**config.mk**
```make
export PLATFORM = sky130hd
export DESIGN_NAME = wave_gen_flat
export DESIGN_NICKNAME = d
export VERILOG_FILES = /design/src/rtl/wave_pkg.sv /design/src/rtl/wave_gen_if.sv /design/src/rtl/sine_quarter_rom.sv /design/src/rtl/wave_gen.sv /design/src/flat_wrapper.sv
export SDC_FILE = /design/constraint.sdc
export NUM_CORES = 1
export LEC_CHECK = 0
export BUFFER_PORTS_ARGS = -buffer_cell sky130_fd_sc_hd__clkbuf_2
export CORE_MARGIN = 2
export CORE_UTILIZATION = 56
export DETAILED_ROUTE_END_ITERATION = 8
export PLACE_DENSITY = 0.84
export SLEW_MARGIN = 10
export SYNTH_ARGS = -nofsm -noshare
export SYNTH_HDL_FRONTEND = slang
export SYNTH_SLANG_ARGS = --single-unit
```
**constraint.sdc**
```tcl
create_clock -name clk -period 4.8 [get_ports clk]
set_input_delay 0.96 -clock clk [delete_from_list [all_inputs] [get_ports clk]]
set_output_delay 0.96 -clock clk [all_outputs]
set_load 0.01 [all_outputs]
```
**src/rtl/wave_pkg.sv**
```systemverilog
// Shared types and constants for the sample-rate waveform synthesiser.
package wave_pkg;

    typedef enum logic [1:0] {
        WAVE_SQUARE = 2'd0,
        WAVE_SAW    = 2'd1,
        WAVE_TRI    = 2'd2,
        WAVE_SINE   = 2'd3
    } wave_sel_e;

    localparam logic [7:0] SILENCE = 8'h80;

    typedef logic signed [7:0] sample_t;

endpackage

```
**src/rtl/wave_gen_if.sv**
```systemverilog
// Control and sample-output bundle between the synthesiser and its consumer.
interface wave_gen_if #(
    parameter int unsigned PHASE_W = 24
);
    import wave_pkg::*;

    logic               enable;
    logic [PHASE_W-1:0] freq_word;
    wave_sel_e          wave_sel;
    logic [7:0]         amplitude;
    logic [7:0]         value;
    logic               value_valid;
    logic               sample_tick;

    modport master (
        output enable, freq_word, wave_sel, amplitude,
        input  value, value_valid, sample_tick
    );

    modport slave (
        input  enable, freq_word, wave_sel, amplitude,
        output value, value_valid, sample_tick
    );

endinterface

```
**src/rtl/sine_quarter_rom.sv**
```systemverilog
// Quarter-wave sine table, rom[a] = round(127*sin((a+0.5)*pi/128)), with registered read.
module sine_quarter_rom (
    input  logic       clk,
    input  logic       rst,
    input  logic [5:0] addr_i,
    output logic [7:0] data_o
);

    localparam logic [7:0] Table [64] = '{
        8'd2,   8'd5,   8'd8,   8'd11,  8'd14,  8'd17,  8'd20,  8'd23,
        8'd26,  8'd29,  8'd32,  8'd35,  8'd38,  8'd41,  8'd44,  8'd47,
        8'd50,  8'd53,  8'd56,  8'd58,  8'd61,  8'd64,  8'd67,  8'd69,
        8'd72,  8'd74,  8'd77,  8'd79,  8'd82,  8'd84,  8'd86,  8'd89,
        8'd91,  8'd93,  8'd95,  8'd97,  8'd99,  8'd101, 8'd103, 8'd105,
        8'd106, 8'd108, 8'd110, 8'd111, 8'd113, 8'd114, 8'd115, 8'd117,
        8'd118, 8'd119, 8'd120, 8'd121, 8'd122, 8'd123, 8'd124, 8'd124,
        8'd125, 8'd125, 8'd126, 8'd126, 8'd127, 8'd127, 8'd127, 8'd127
    };

    logic [7:0] data_q, data_d;

    always_comb begin
        data_d = Table[addr_i];
    end

    always_ff @(posedge clk) begin
        if (rst) begin
            data_q <= '0;
        end else begin
            data_q <= data_d;
        end
    end

    assign data_o = data_q;

endmodule

```
**src/rtl/wave_gen.sv**
```systemverilog
// Phase-accumulator waveform synthesiser: square/saw/triangle/sine, scaled, offset-binary out.
module wave_gen
    import wave_pkg::*;
#(
    parameter int unsigned SAMPLE_DIV = 256,
    parameter int unsigned PHASE_W    = 24
) (
    input logic       clk,
    input logic       rst,
    wave_gen_if.slave bus_io
);

    localparam int unsigned     CntW    = $clog2(SAMPLE_DIV);
    localparam logic [CntW-1:0] CntLast = CntW'(SAMPLE_DIV - 1);

    logic [CntW-1:0]    cnt_q, cnt_d;
    logic               tick;
    logic [PHASE_W-1:0] phase_q, phase_d;
    wave_sel_e          sel_q, sel_d;
    logic [7:0]         amp_q, amp_d;
    logic               en_q, en_d;
    logic               tick1_q, tick2_q, valid_q;
    sample_t            shape_q, shape_d;
    logic               is_sine_q, sine_neg_q;
    logic [7:0]         p;
    logic [5:0]         rom_addr;
    logic [7:0]         rom_data;
    sample_t            s;
    sample_t            scaled;
    logic signed [16:0] s_ext, amp_ext, prod;
    logic [7:0]         value_q, value_d;

    assign tick = (cnt_q == CntLast);

    // Inputs are sampled only on the tick edge so mid-period changes never glitch the output.
    always_comb begin
        cnt_d   = tick ? '0 : cnt_q + 1'b1;
        phase_d = phase_q;
        sel_d   = sel_q;
        amp_d   = amp_q;
        en_d    = en_q;
        if (tick) begin
            phase_d = bus_io.enable ? phase_q + bus_io.freq_word : '0;
            sel_d   = bus_io.wave_sel;
            amp_d   = bus_io.amplitude;
            en_d    = bus_io.enable;
        end
    end

    always_comb begin
        p        = phase_q[PHASE_W-1 -: 8];
        rom_addr = p[6] ? ~p[5:0] : p[5:0];
        shape_d  = '0;
        unique case (sel_q)
            WAVE_SQUARE: shape_d = p[7] ? -8'sd127 : 8'sd127;
            WAVE_SAW:    shape_d = sample_t'(p ^ 8'h80);
            // 2u - 127 == (2u + 1) with the MSB flipped
            WAVE_TRI:    shape_d = p[7] ? {p[6], ~p[5:0], 1'b1} : {~p[6], p[5:0], 1'b1};
            WAVE_SINE:   shape_d = '0;
        endcase
    end

    sine_quarter_rom u_rom (
        .clk    (clk),
        .rst    (rst),
        .addr_i (rom_addr),
        .data_o (rom_data)
    );

    always_comb begin
        if (is_sine_q) begin
            s = sine_neg_q ? sample_t'(8'd0 - rom_data) : sample_t'(rom_data);
        end else begin
            s = shape_q;
        end
        s_ext   = {{9{s[7]}}, s};
        amp_ext = {9'd0, amp_q};
        prod    = s_ext * amp_ext;
        scaled  = sample_t'(prod >>> 8);
        value_d = en_q ? {~scaled[7], scaled[6:0]} : SILENCE;
    end

    always_ff @(posedge clk) begin
        if (rst) begin
            cnt_q      <= '0;
            phase_q    <= '0;
            sel_q      <= WAVE_SQUARE;
            amp_q      <= '0;
            en_q       <= 1'b0;
            tick1_q    <= 1'b0;
            tick2_q    <= 1'b0;
            valid_q    <= 1'b0;
            shape_q    <= '0;
            is_sine_q  <= 1'b0;
            sine_neg_q <= 1'b0;
            value_q    <= SILENCE;
        end else begin
            cnt_q      <= cnt_d;
            phase_q    <= phase_d;
            sel_q      <= sel_d;
            amp_q      <= amp_d;
            en_q       <= en_d;
            tick1_q    <= tick;
            tick2_q    <= tick1_q;
            valid_q    <= tick2_q;
            shape_q    <= shape_d;
            is_sine_q  <= (sel_q == WAVE_SINE);
            sine_neg_q <= p[7];
            if (tick2_q) begin
                value_q <= value_d;
            end
        end
    end

    assign bus_io.sample_tick = tick;
    assign bus_io.value       = value_q;
    assign bus_io.value_valid = valid_q;

endmodule

```
**src/flat_wrapper.sv**
```systemverilog
// flat-port wrapper written by rule: the top's interface ports become plain ports
module wave_gen_flat import wave_pkg::*;
#(
    parameter int unsigned SAMPLE_DIV = 256,
    parameter int unsigned PHASE_W    = 24
)
  (clk, rst, bus_io_enable, bus_io_freq_word, bus_io_wave_sel, bus_io_amplitude, bus_io_value, bus_io_value_valid, bus_io_sample_tick);
  wave_gen_if #(.PHASE_W(PHASE_W)) bus_io_i ();
  input logic clk;
  input logic rst;
  input wire logic [$bits(bus_io_i.enable)-1:0] bus_io_enable;
  input wire logic [$bits(bus_io_i.freq_word)-1:0] bus_io_freq_word;
  input wire logic [$bits(bus_io_i.wave_sel)-1:0] bus_io_wave_sel;
  input wire logic [$bits(bus_io_i.amplitude)-1:0] bus_io_amplitude;
  output wire logic [$bits(bus_io_i.value)-1:0] bus_io_value;
  output wire logic [$bits(bus_io_i.value_valid)-1:0] bus_io_value_valid;
  output wire logic [$bits(bus_io_i.sample_tick)-1:0] bus_io_sample_tick;
  assign bus_io_i.enable = bus_io_enable;
  assign bus_io_i.freq_word = bus_io_freq_word;
  assign bus_io_i.wave_sel = bus_io_wave_sel;
  assign bus_io_i.amplitude = bus_io_amplitude;
  assign bus_io_value = bus_io_i.value;
  assign bus_io_value_valid = bus_io_i.value_valid;
  assign bus_io_sample_tick = bus_io_i.sample_tick;
  wave_gen #(.SAMPLE_DIV(SAMPLE_DIV), .PHASE_W(PHASE_W)) u_core (.clk(clk), .rst(rst), .bus_io(bus_io_i));
endmodule
```
After elaboration in Yosys (flattened, before gate mapping)
Memory sizes are Yosys's and may differ from the RTL's. A register that Yosys moved wholly into a read port is not among the register bits.
Cells that the tools add are included.
{"block": "classes", "add_sub_neg": 3, "n_mul": 1, "eq_ne": 4, "mux": 8, "bitwise": 5, "reduce_logical": 2}
{"cell": "8-bit 2-to-1 mux", "count": 5}
{"cell": "8-bit case mux with 4 select lines", "count": 1}
{"cell": "24-bit adder", "count": 1}
{"cell": "24-bit 2-to-1 mux", "count": 1}
{"cell": "8-bit by 9-bit multiplier with 16-bit output", "count": 1}
{"cell": "8-bit by 1-bit adder with 8-bit output, second input constant", "count": 1}
{"cell": "8-bit == test, second input constant", "count": 1}
{"cell": "1-bit by 8-bit subtractor with 8-bit output, first input constant", "count": 1}
{"cell": "6-bit NOT with 7-bit output", "count": 1}
{"cell": "6-bit 2-to-1 mux", "count": 1}
{"cell": "6-bit NOT", "count": 1}
{"cell": "2-bit == test, second input constant", "count": 2}
{"cell": "1-bit NOT", "count": 3}
{"cell": "2-bit by 1-bit == test with 1-bit output, second input constant", "count": 1}
{"cell": "2-bit logical NOT", "count": 1}
{"cell": "2-bit OR reduction", "count": 1}
{"block": "totals", "ff_bits": 64, "romBits": 512, "inputBits": 37, "output_inout_bits": 10, "elab_cells": 36, "n_memories": 1}
{"memory": "(name not given)", "depth": 64, "word_bits": 8, "read_ports": 1, "rd_ports_with_merged_regs": 1, "write_ports": 0, "line_no": "sine_quarter_rom.sv:23", "rtl": "data_d = Table[addr_i];"}

Logic depth before layout (Yosys ltp)
Gate-level depths: netlist of run 1.
{"block": "logic_depth", "word_depth": 6, "depth_mapped": 23, "mapped_depth_nobuf": 23}

Hierarchy
A second synthesis of run 1 with hierarchy kept.
{"block": "unflattened", "cells_unflattened": 746, "area_unflattened_um2": 6321.1}
{"module": "wave_gen", "n_inst": 1, "cells_per_inst": 646, "area_per_inst_um2": 5534.1}
{"module": "sine_quarter_rom", "n_inst": 1, "cells_per_inst": 100, "area_per_inst_um2": 787.0}

Worst setup path before layout of run 1
Ideal clock, no wire load.
{"block": "synth_timing", "path_type": "register to register", "from": "register u_core.u_rom.data_q[1], in the netlist u_core.u_rom.data_o[1]", "to": "register u_core.value_q[7], in the netlist u_core.bus_io.value[7]", "setup_ns": 0.122, "t_arrival_ns": 5.034, "required_ns": 4.678, "slack_ns": -0.356, "path_stages_with_launch": 22, "cell_sequence": "dfxtp_1 -> inv_1 -> ha_1 -> nand2_1 -> o31ai_1 -> xnor2_1 -> mux2i_1 -> nor2b_1 -> fa_1 -> fa_1 -> fa_1 -> inv_1 -> fa_1 -> inv_1 -> ha_1 -> a211oi_1 -> nor2_1 -> o2111ai_1 -> a21oi_1 -> a2111oi_2 -> xnor2_1 -> o32a_1"}
{"block": "synth_via", "elab_chain_cells": 6}
{"item": "start, declared", "line_no": "sine_quarter_rom.sv:20", "rtl": "logic [7:0] data_q, data_d;"}
{"item": "1-bit by 8-bit subtractor with 8-bit output", "line_no": "wave_gen.sv:72", "rtl": "s = sine_neg_q ? sample_t'(8'd0 - rom_data) : sample_t'(rom_data);"}
{"item": "8-bit 2-to-1 mux (*)", "line_no": "wave_gen.sv:72"}
{"item": "8-bit 2-to-1 mux (*)", "line_no": "wave_gen.sv:71", "rtl": "if (is_sine_q) begin"}
{"item": "8-bit by 9-bit multiplier with 16-bit output (*)", "line_no": "wave_gen.sv:78", "rtl": "prod = s_ext * amp_ext;"}
{"item": "1-bit NOT (*)", "line_no": "wave_gen.sv:80", "rtl": "value_d = en_q ? {~scaled[7], scaled[6:0]} : SILENCE;"}
{"item": "8-bit 2-to-1 mux (*)", "line_no": "wave_gen.sv:80"}
{"item": "end signal, assigned", "line_no": "wave_gen.sv:110", "rtl": "value_q <= value_d;"}
{"item": "end, declared", "line_no": "wave_gen.sv:31", "rtl": "logic [7:0] value_q, value_d;"}
Every way passes the cells marked *; elsewhere a longest branch is shown, timed or not.
A chain may end at the register's enable or synchronous reset.

Worst setup path after layout of run 1
{"block": "layout_timing", "from": "register u_core.u_rom.data_q[1], in the netlist u_core.u_rom.data_o[1]", "to": "register u_core.value_q[3], in the netlist u_core.bus_io.value[3]"}
{"block": "layout_via", "elab_chain_cells": 5}
{"item": "1-bit by 8-bit subtractor with 8-bit output", "line_no": "wave_gen.sv:72"}
{"item": "8-bit 2-to-1 mux (*)", "line_no": "wave_gen.sv:72"}
{"item": "8-bit 2-to-1 mux (*)", "line_no": "wave_gen.sv:71"}
{"item": "8-bit by 9-bit multiplier with 16-bit output (*)", "line_no": "wave_gen.sv:78"}
{"item": "8-bit 2-to-1 mux (*)", "line_no": "wave_gen.sv:80"}
Marked as above.

==> results of run 1 <==
worst min-delay path: cells and delay by family, from the launching register on:
family	cells	cell delay, ns
AND/OR/NAND/NOR	2	0.09
flip-flops	1	0.31
synth_stat cells, types with 6 or more instances:
master | n | area [sq um]
nand2_1 | 92 | 345.3
dfxtp_1 | 71 | 1421
ha_1 | 71 | 888.4
a21oi_1 | 63 | 315.3
inv_1 | 60 | 225.2
nor2_1 | 58 | 217.7
o21ai_0 | 50 | 250.2
nor2b_1 | 37 | 231.5
fa_1 | 36 | 720.7
xnor2_1 | 31 | 271.5
xor2_1 | 27 | 236.5
clkbuf_1 | 19 | 71.32
nand2b_1 | 18 | 112.6
and2_1 | 16 | 100.1
nand3_1 | 15 | 75.07
a211oi_1 | 8 | 60.06
nor3_1 | 7 | 35.03
o21bai_1 | 7 | 52.55
o211ai_1 | 6 | 45.04
o31ai_1 | 6 | 45.04
logic make-up (layout without fill, tap and decap cells):
logic type               Yosys count  count (layout)  synth area share, %
multiplexers                       5               5               0.7940
XOR/XNOR                          58              58                7.862
buffers and inverters             87             163                5.558
AO/OA/AOI/OAI                    191             191                19.44
AND/OR/NAND/NOR                  263             263                19.44
flip-flops                        71              71                22.00
adder cells (fa/ha/maj)          107             107                24.90
layout make-up:
class / instances / area share [%]
Clock buffer: 10 / 3.017
Sequential cell: 71 / 18.76
Timing Repair Buffer: 88 / 7.354
Multi-Input combinational cell: 624 / 65.06
Inverter: 60 / 2.968
Clock inverter: 5 / 0.4782
Tap cell: 143 / 2.358
timing repair:
| item | 4_1_cts | 5_1_grt |
|---|---|---|
| gates resized for setup | 28 | 26 |
| setup buffers | 5 | 7 |
| pin swaps | 24 | 27 |
| endpoints found under the setup margin | 8 | 8 |
power breakdown:
part | switching [mW] | internal, mW
sequential | 0.00430 | 0.595
combinational | 0.0563 | 0.0431
clock | 0.265 | 0.347
layer usage:
metal  up-vias  global-route usage, %
met2       140                  44.47
met3        37                  5.008
met1      2685                  30.41
met5         -                      0
li1       2815                      -
met4         0                  9.465
state kept, by name, indices dropped and copies added (netlist names):
| register | cells |
|---|---|
| u_core.is_sine_q | 1 |
| u_core.tick2_q | 1 |
| u_core.shape_q | 8 |
| u_core.amp_q | 8 |
| u_core.phase_q | 24 |
| u_core.cnt_q | 8 |
| u_core.en_q | 1 |
| u_core.sine_neg_q | 1 |
| u_core.bus_io.value_valid | 1 |
| u_core.tick1_q | 1 |
| u_core.bus_io.value | 8 |
| u_core.u_rom.data_o | 7 |
| u_core.sel_q | 2 |
stage by stage:
stage	cell area, sq um	power (mW)	worst slack (ns)	util, %	instances
after floorplan	6500	0.6646	0.008883	-	782
after global placement	7018	0.6991	-0.1193	61.99	975
after detailed placement	7018	0.7010	-0.2490	61.99	975
after CTS	7415	1.311	-0.1758	65.50	994
after global routing	7589	1.351	-0.3767	67.03	1001
final	7589	1.311	-0.1543	67.03	1001
final timing paths:
check	cells after the start	slack (ns)	startpoint	end
max	21	-0.15	u_core.u_rom.data_o[1]	u_core.bus_io.value[3]
min	2	0.45	u_core.bus_io.value[2]	u_core.bus_io.value[2]
max reg2reg	21	-0.15	u_core.u_rom.data_o[1]	u_core.bus_io.value[3]
min reg2reg	2	0.45	u_core.bus_io.value[2]	u_core.bus_io.value[2]
==> summary.md, run 1 <==
| Metric | Value |
|---|---|
| Top-level I/O count | 47 |
| Slew Viols, Final | 0 |
| Num CTS Buffers | 9 |
| Hold WS | 0.4482 ns |
| EDFF count, synth | 0 |
| Ys flop type | dfxtp_1 |
| ANT nets after route | 0 |
| Met3 Wirelength | 702 microns |
| Row count | 39 |
| Max incr delay on CP | 0.54 ns |
| Die Ht | 111.4 microns |
| Hold Fails Final Rpt | 0 |
| Residual DRC | 0 |
| Hold buffers post-CTS | 0 |
| Vias | 5677 |
| Worst-path cell chain | inv_2, ha_4, nand2_4, o31ai_4, xnor2_2, mux2i_4, nand2b_4, fa_2, fa_1, inv_2, fa_1, fa_1, ha_4, nand4_1, buf_4, o221ai_4, a21oi_2, o21bai_1, a21oi_2, xor2_1, o21ai_1 |
| Vias/cell | 5.671 |
| Final worst-path setup slack | -0.1543 ns |
| Die width | 111.4 microns |
| Hpwl dp | 11.00 mm |
| Antenna diodes | 0 |
| Area of the multi-input gates | 0.004937 sq mm |
| Avg WL per Cell | 15.49 microns |
| Clock Latency Late Sink | 0.34 ns |
| Pwr/cell area | 172.7 mW/mm^2 |
| Die area | 0.01241 sq mm |
| CTS sink cnt | 71 |
| Mean post-synth cell area | 8.262 sq um |
| Type of the worst min-delay path | reg2reg |
| Ys Warns | 0 |
| Endpoints failing setup | 7 |
| Clk buf depth | 2 |
| Setup crit end kind | flop |
| Critical Path AT | 5.18 ns |
| Flip-flop and latch area | 0.001424 sq mm |
| Commonest non-fill, non-tap cells in the layout | nand2_1 (89), dfxtp_1 (69), ha_1 (66) |
| Root Driver | clkbuf_16 |
| Final Critical Period | 4.954 ns |
| WL final | 15.51 mm |
| CP required | 5.03 ns |
| Fin Clk Skew | 0.006494 ns |
| Crit path max-delay family | adder cells |
| Top cell by count, worst path | fa_1 |
| Static Leak | 3.427 nW |
| DR top layer | met4 |
| Global-route wire length before repair | 25.80 mm |
| FF+latch count, synth | 71 |
| Fill cells | 897 |
| Synth Cell Area | 0.006461 sq mm |
| Asr flop ratio synth | 0% |
| Post-Syn Instances | 782 |
| Unrepaired setup endpoints after global routing | yes |
| Fmax | 201.8 MHz |
| Status | complete, but fails checks |
| # nets final | 998 |
| Vias in the first global route | 5643 |
| Largest net degree at the start of global routing | 39 |
| Final Cycle Share | 103.2% |
| Clock transition at path regs | 0.06 ns |
| GPL Wtd Cong | 0.9488 |
| Tot GR Track Use | 25.19% |
| Netlist cell types | 66 |
| Worst VDD drop | 136.1 uV |
| Slowest library cell on the worst path | fa_1 |
| CTS tree | built |
| Worst-path maximum fanout | 4 |
| Area grow syn2layout | 17.45% |
| Max_slew headroom | 43.06% |
| Worst-margin pin slew | 0.8529 ns |
| CP Buf/Inv Count | 3 |
| Failing checks | negative setup slack |
| Seq/Total Area, Yosys | 22.00% |
| Initial drt markers | 355 |
| Pre-antenna DRT Iters | 4 |
| Setup TNS | -0.7482 ns |
| Wl on met1 | 6.492 mm |
| Htree depth | 3 |
| Initial antenna violation count | 0 |
| Most common cell after layout, fill and taps aside | nand2_1 |
| Max cap viols | 0 |
| Met2 WL | 7.950 mm |
| Crit path kind | reg2reg |
| Overflow after GRT | 0 |
| CP startpoint kind | flop |
| Port buffer count | 46 |
| Initial Util | 57.07% |
| Core area | 0.01132 sq mm |
| Share of cells above drive strength 1 | 19.46% |
| Syn_nets | 926 |
Power figures use the tool's default switching activity.
==> run 2: changes to the inputs <==
--- a/config.mk
+++ b/config.mk
@@ -7,9 +7,10 @@
 export LEC_CHECK = 0
 export BUFFER_PORTS_ARGS = -buffer_cell sky130_fd_sc_hd__clkbuf_2
 export CORE_MARGIN = 2
-export CORE_UTILIZATION = 56
+export CORE_UTILIZATION = 40
 export DETAILED_ROUTE_END_ITERATION = 8
-export PLACE_DENSITY = 0.84
+export PLACE_DENSITY = 0.63
+export SKIP_CTS_REPAIR_TIMING = 1
 export SLEW_MARGIN = 10
 export SYNTH_ARGS = -nofsm -noshare
 export SYNTH_HDL_FRONTEND = slang
==> run 2 against run 1 <==
  * The run still ends with negative setup slack left
  * Final cell count grew 7.3%
  * Maximum frequency fell by 0.77%
  * Sequential share of layout area about the same
  * Clock power grew 15%
  * Combinational power down 4.9%
  * Register-to-register slack worse by 0.04 ns
==> summary.md, run 2 (synthesized netlist as in run 1, its figures left out) <==
| Metric | Value |
|---|---|
| WL final | 14.45 mm (-6.8%) |
| Critical Path AT | 5.22 ns (+0.04 ns) |
| Switching share of power | 23.52% (-1.3 points) |
| Antenna diodes | 0 (unchanged) |
| Die width | 131.1 microns (+18%) |
| Initial Util | 40.82% (-16 points) |
| Clock Latency Late Sink | 0.34 ns (about the same) |
| CP startpoint kind | flop |
| Area grow syn2layout | 17.74% |
| Largest net degree at the start of global routing | 39 (unchanged) |
| NetSw | 0.3277 mW (+0.69%) |
| ANT nets after route | 0 (unchanged) |
| Crit path kind | reg2reg |
| Worst-path cell chain | inv_2, ha_4, nand2_4, o31ai_4, xnor2_1, mux2i_2, nor2b_2, fa_1, fa_1, fa_1, inv_1, fa_1, inv_2, ha_4, a211oi_2, nor2_1, o2111ai_2, a21oi_2, a2111oi_4, xnor2_1, o32a_1 |
| Share of cells above drive strength 1 | 17.83% (-1.6 points) |
| Row count | 46 (+18%) |
| Root Driver | clkbuf_16 |
| Setup crit end kind | flop |
| Residual DRC | 0 (unchanged) |
| Status | complete, but fails checks |
| Most common cell after layout, fill and taps aside | nand2_1 |
| CP required | 5.03 ns (about the same) |
| Fin Clk Skew | 0.006962 ns (+0.0004685 ns) |
| Pre-CTS setup slack | -0.2179 ns (+0.03114 ns) |
| Hold Fails Final Rpt | 0 (unchanged) |
| Unrepaired setup endpoints after global routing | yes |
| Die Ht | 131.1 microns (+18%) |
| Slew Viols, Final | 0 (unchanged) |
| Initial drt markers | 291 (-18%) |
| Final Cycle Share | 104.0% (+0.80 points) |
| Vias/cell | 5.097 (-10%) |
| Overflow after GRT | 0 (unchanged) |
| Endpoints failing setup | 5 (-2) |
| Htree depth | 3 (unchanged) |
| Max_slew headroom | 43.53% (+0.47 points) |
| GPL Wtd Cong | 0.9569 (+0.85%) |
| Failing checks | negative setup slack |
| Largest register FFs | 24 (unchanged) |
| Clk pwr share | 50.2% (+3.5 points) |
| Worst VDD drop | 172.3 uV (+27%) |
| Static Leak | 3.450 nW (+0.67%) |
| Biggest register | u_core.phase_q |
| # nets final | 997 (-0.10%) |
| Core area | 0.01583 sq mm (+40%) |
| Clk buf depth | 2 (unchanged) |
| Max cap viols | 0 (unchanged) |
| Commonest non-fill, non-tap cells in the layout | nand2_1 (91), dfxtp_1 (69), ha_1 (68) |
| Avg WL per Cell | 13.46 microns (-13%) |
| CTS tree | built |
| Num CTS Buffers | 9 (unchanged) |
| Setup TNS | -0.3215 ns (+0.4267 ns) |
| Clock transition at path regs | 0.06 ns (about the same) |
| Final worst-path setup slack | -0.1929 ns (-0.03856 ns) |
| Worst-margin pin slew | 0.8459 ns (-0.007021 ns) |
| Pre-antenna DRT Iters | 5 (+1) |
| Hpwl dp | 10.99 mm (-0.12%) |
| Slowest library cell on the worst path | fa_1 |
| Final Critical Period | 4.993 ns (+0.03856 ns) |
| Vias in the first global route | 5197 (-7.9%) |
| Pwr/cell area | 183.2 mW/mm^2 (+6.1%) |
| P_int | 1.066 mW (+8.2%) |
| Tot GR Track Use | 17.61% (-7.6 points) |
| Max incr delay on CP | 0.54 ns (about the same) |
| Global-route wire length before repair | 24.05 mm (-6.8%) |
| Flop pwr share | 43.0% (-2.8 points) |
| Top cell by count, worst path | fa_1 |
| Port buffer count | 46 (unchanged) |
| Die area | 0.01719 sq mm (+38%) |
| Type of the worst min-delay path | reg2reg |
| Logic pwr share | 6.8% (-0.8 points) |
| Initial antenna violation count | 0 (unchanged) |
| Worst-path maximum fanout | 4 (unchanged) |
| Top-level I/O count | 47 (unchanged) |
| CTS sink cnt | 71 (unchanged) |
| Vias | 5474 (-3.6%) |
| Fmax | 200.3 MHz (-0.77%) |
==> run 2: stage by stage <==
stage / power, mW / std cells / util (%) / hold WS (ns) / area [sq um]
CTS: 1.408 / 1071 / 47.12 / 0.4460 / 7458
floorplan: 0.6646 / 782 / - / 0.4138 / 6500
global route: 1.445 / 1074 / 48.06 / 0.4660 / 7607
global placement: 0.7021 / 1055 / 45.17 / 0.4305 / 7149
finish: 1.393 / 1074 / 48.06 / 0.4397 / 7607
detailed placement: 0.7017 / 1055 / 45.17 / 0.4373 / 7149
==> run 2: path summary, 6_finish.rpt <==
| path | end | cells past startpoint | start | slack, ns |
|---|---|---|---|---|
| worst max register to register | u_core.bus_io.value[7] | 21 | u_core.u_rom.data_o[1] | -0.19 |
| worst min-delay path | u_core.bus_io.value[2] | 2 | u_core.bus_io.value[2] | 0.44 |
| worst min register to register | u_core.bus_io.value[2] | 2 | u_core.bus_io.value[2] | 0.44 |
| worst max-delay path | u_core.bus_io.value[7] | 21 | u_core.u_rom.data_o[1] | -0.19 |
==> run 2: cell type report <==
class                           count  area [sq um]
Multi-Input combinational cell    624          4841
Clock inverter                      5         56.30
Inverter                           60         225.2
Timing Repair Buffer               87         538.0
Fill cell                        1597          8220
Sequential cell                    71          1424
Tap cell                          216         270.3
Clock buffer                       11         252.7
==> run 2: power by group through the flow <==
stage                     combinational (mW)  clock, mW  sequential (mW)
after floorplan                       0.0542          0            0.610
after global placement                0.0906          0            0.612
after detailed placement              0.0903          0            0.611
after CTS                             0.0911      0.718            0.598
after global routing                   0.106      0.740            0.599
final                                 0.0946      0.700            0.599
==> run 2: metal layers <==
layer  GRT usage [%]  part of all wire, %
met3           3.734                  3.2
met2           29.87                   48
met5               0                    0
met4           5.257                  1.2
met1           22.57                   47
==> run 2: worst max-delay path, delay by kind of cell (launching register included) <==
kind / cells / cell delay, ns
adders and majority gates: 6 / 2.39
muxes: 1 / 0.28
and+or+nand+nor: 3 / 0.24
AOI/OAI and AO/OA: 6 / 1.25
DFF: 1 / 0.33
buffers and inverters: 3 / 0.17
xor gates and xnor gates: 2 / 0.22
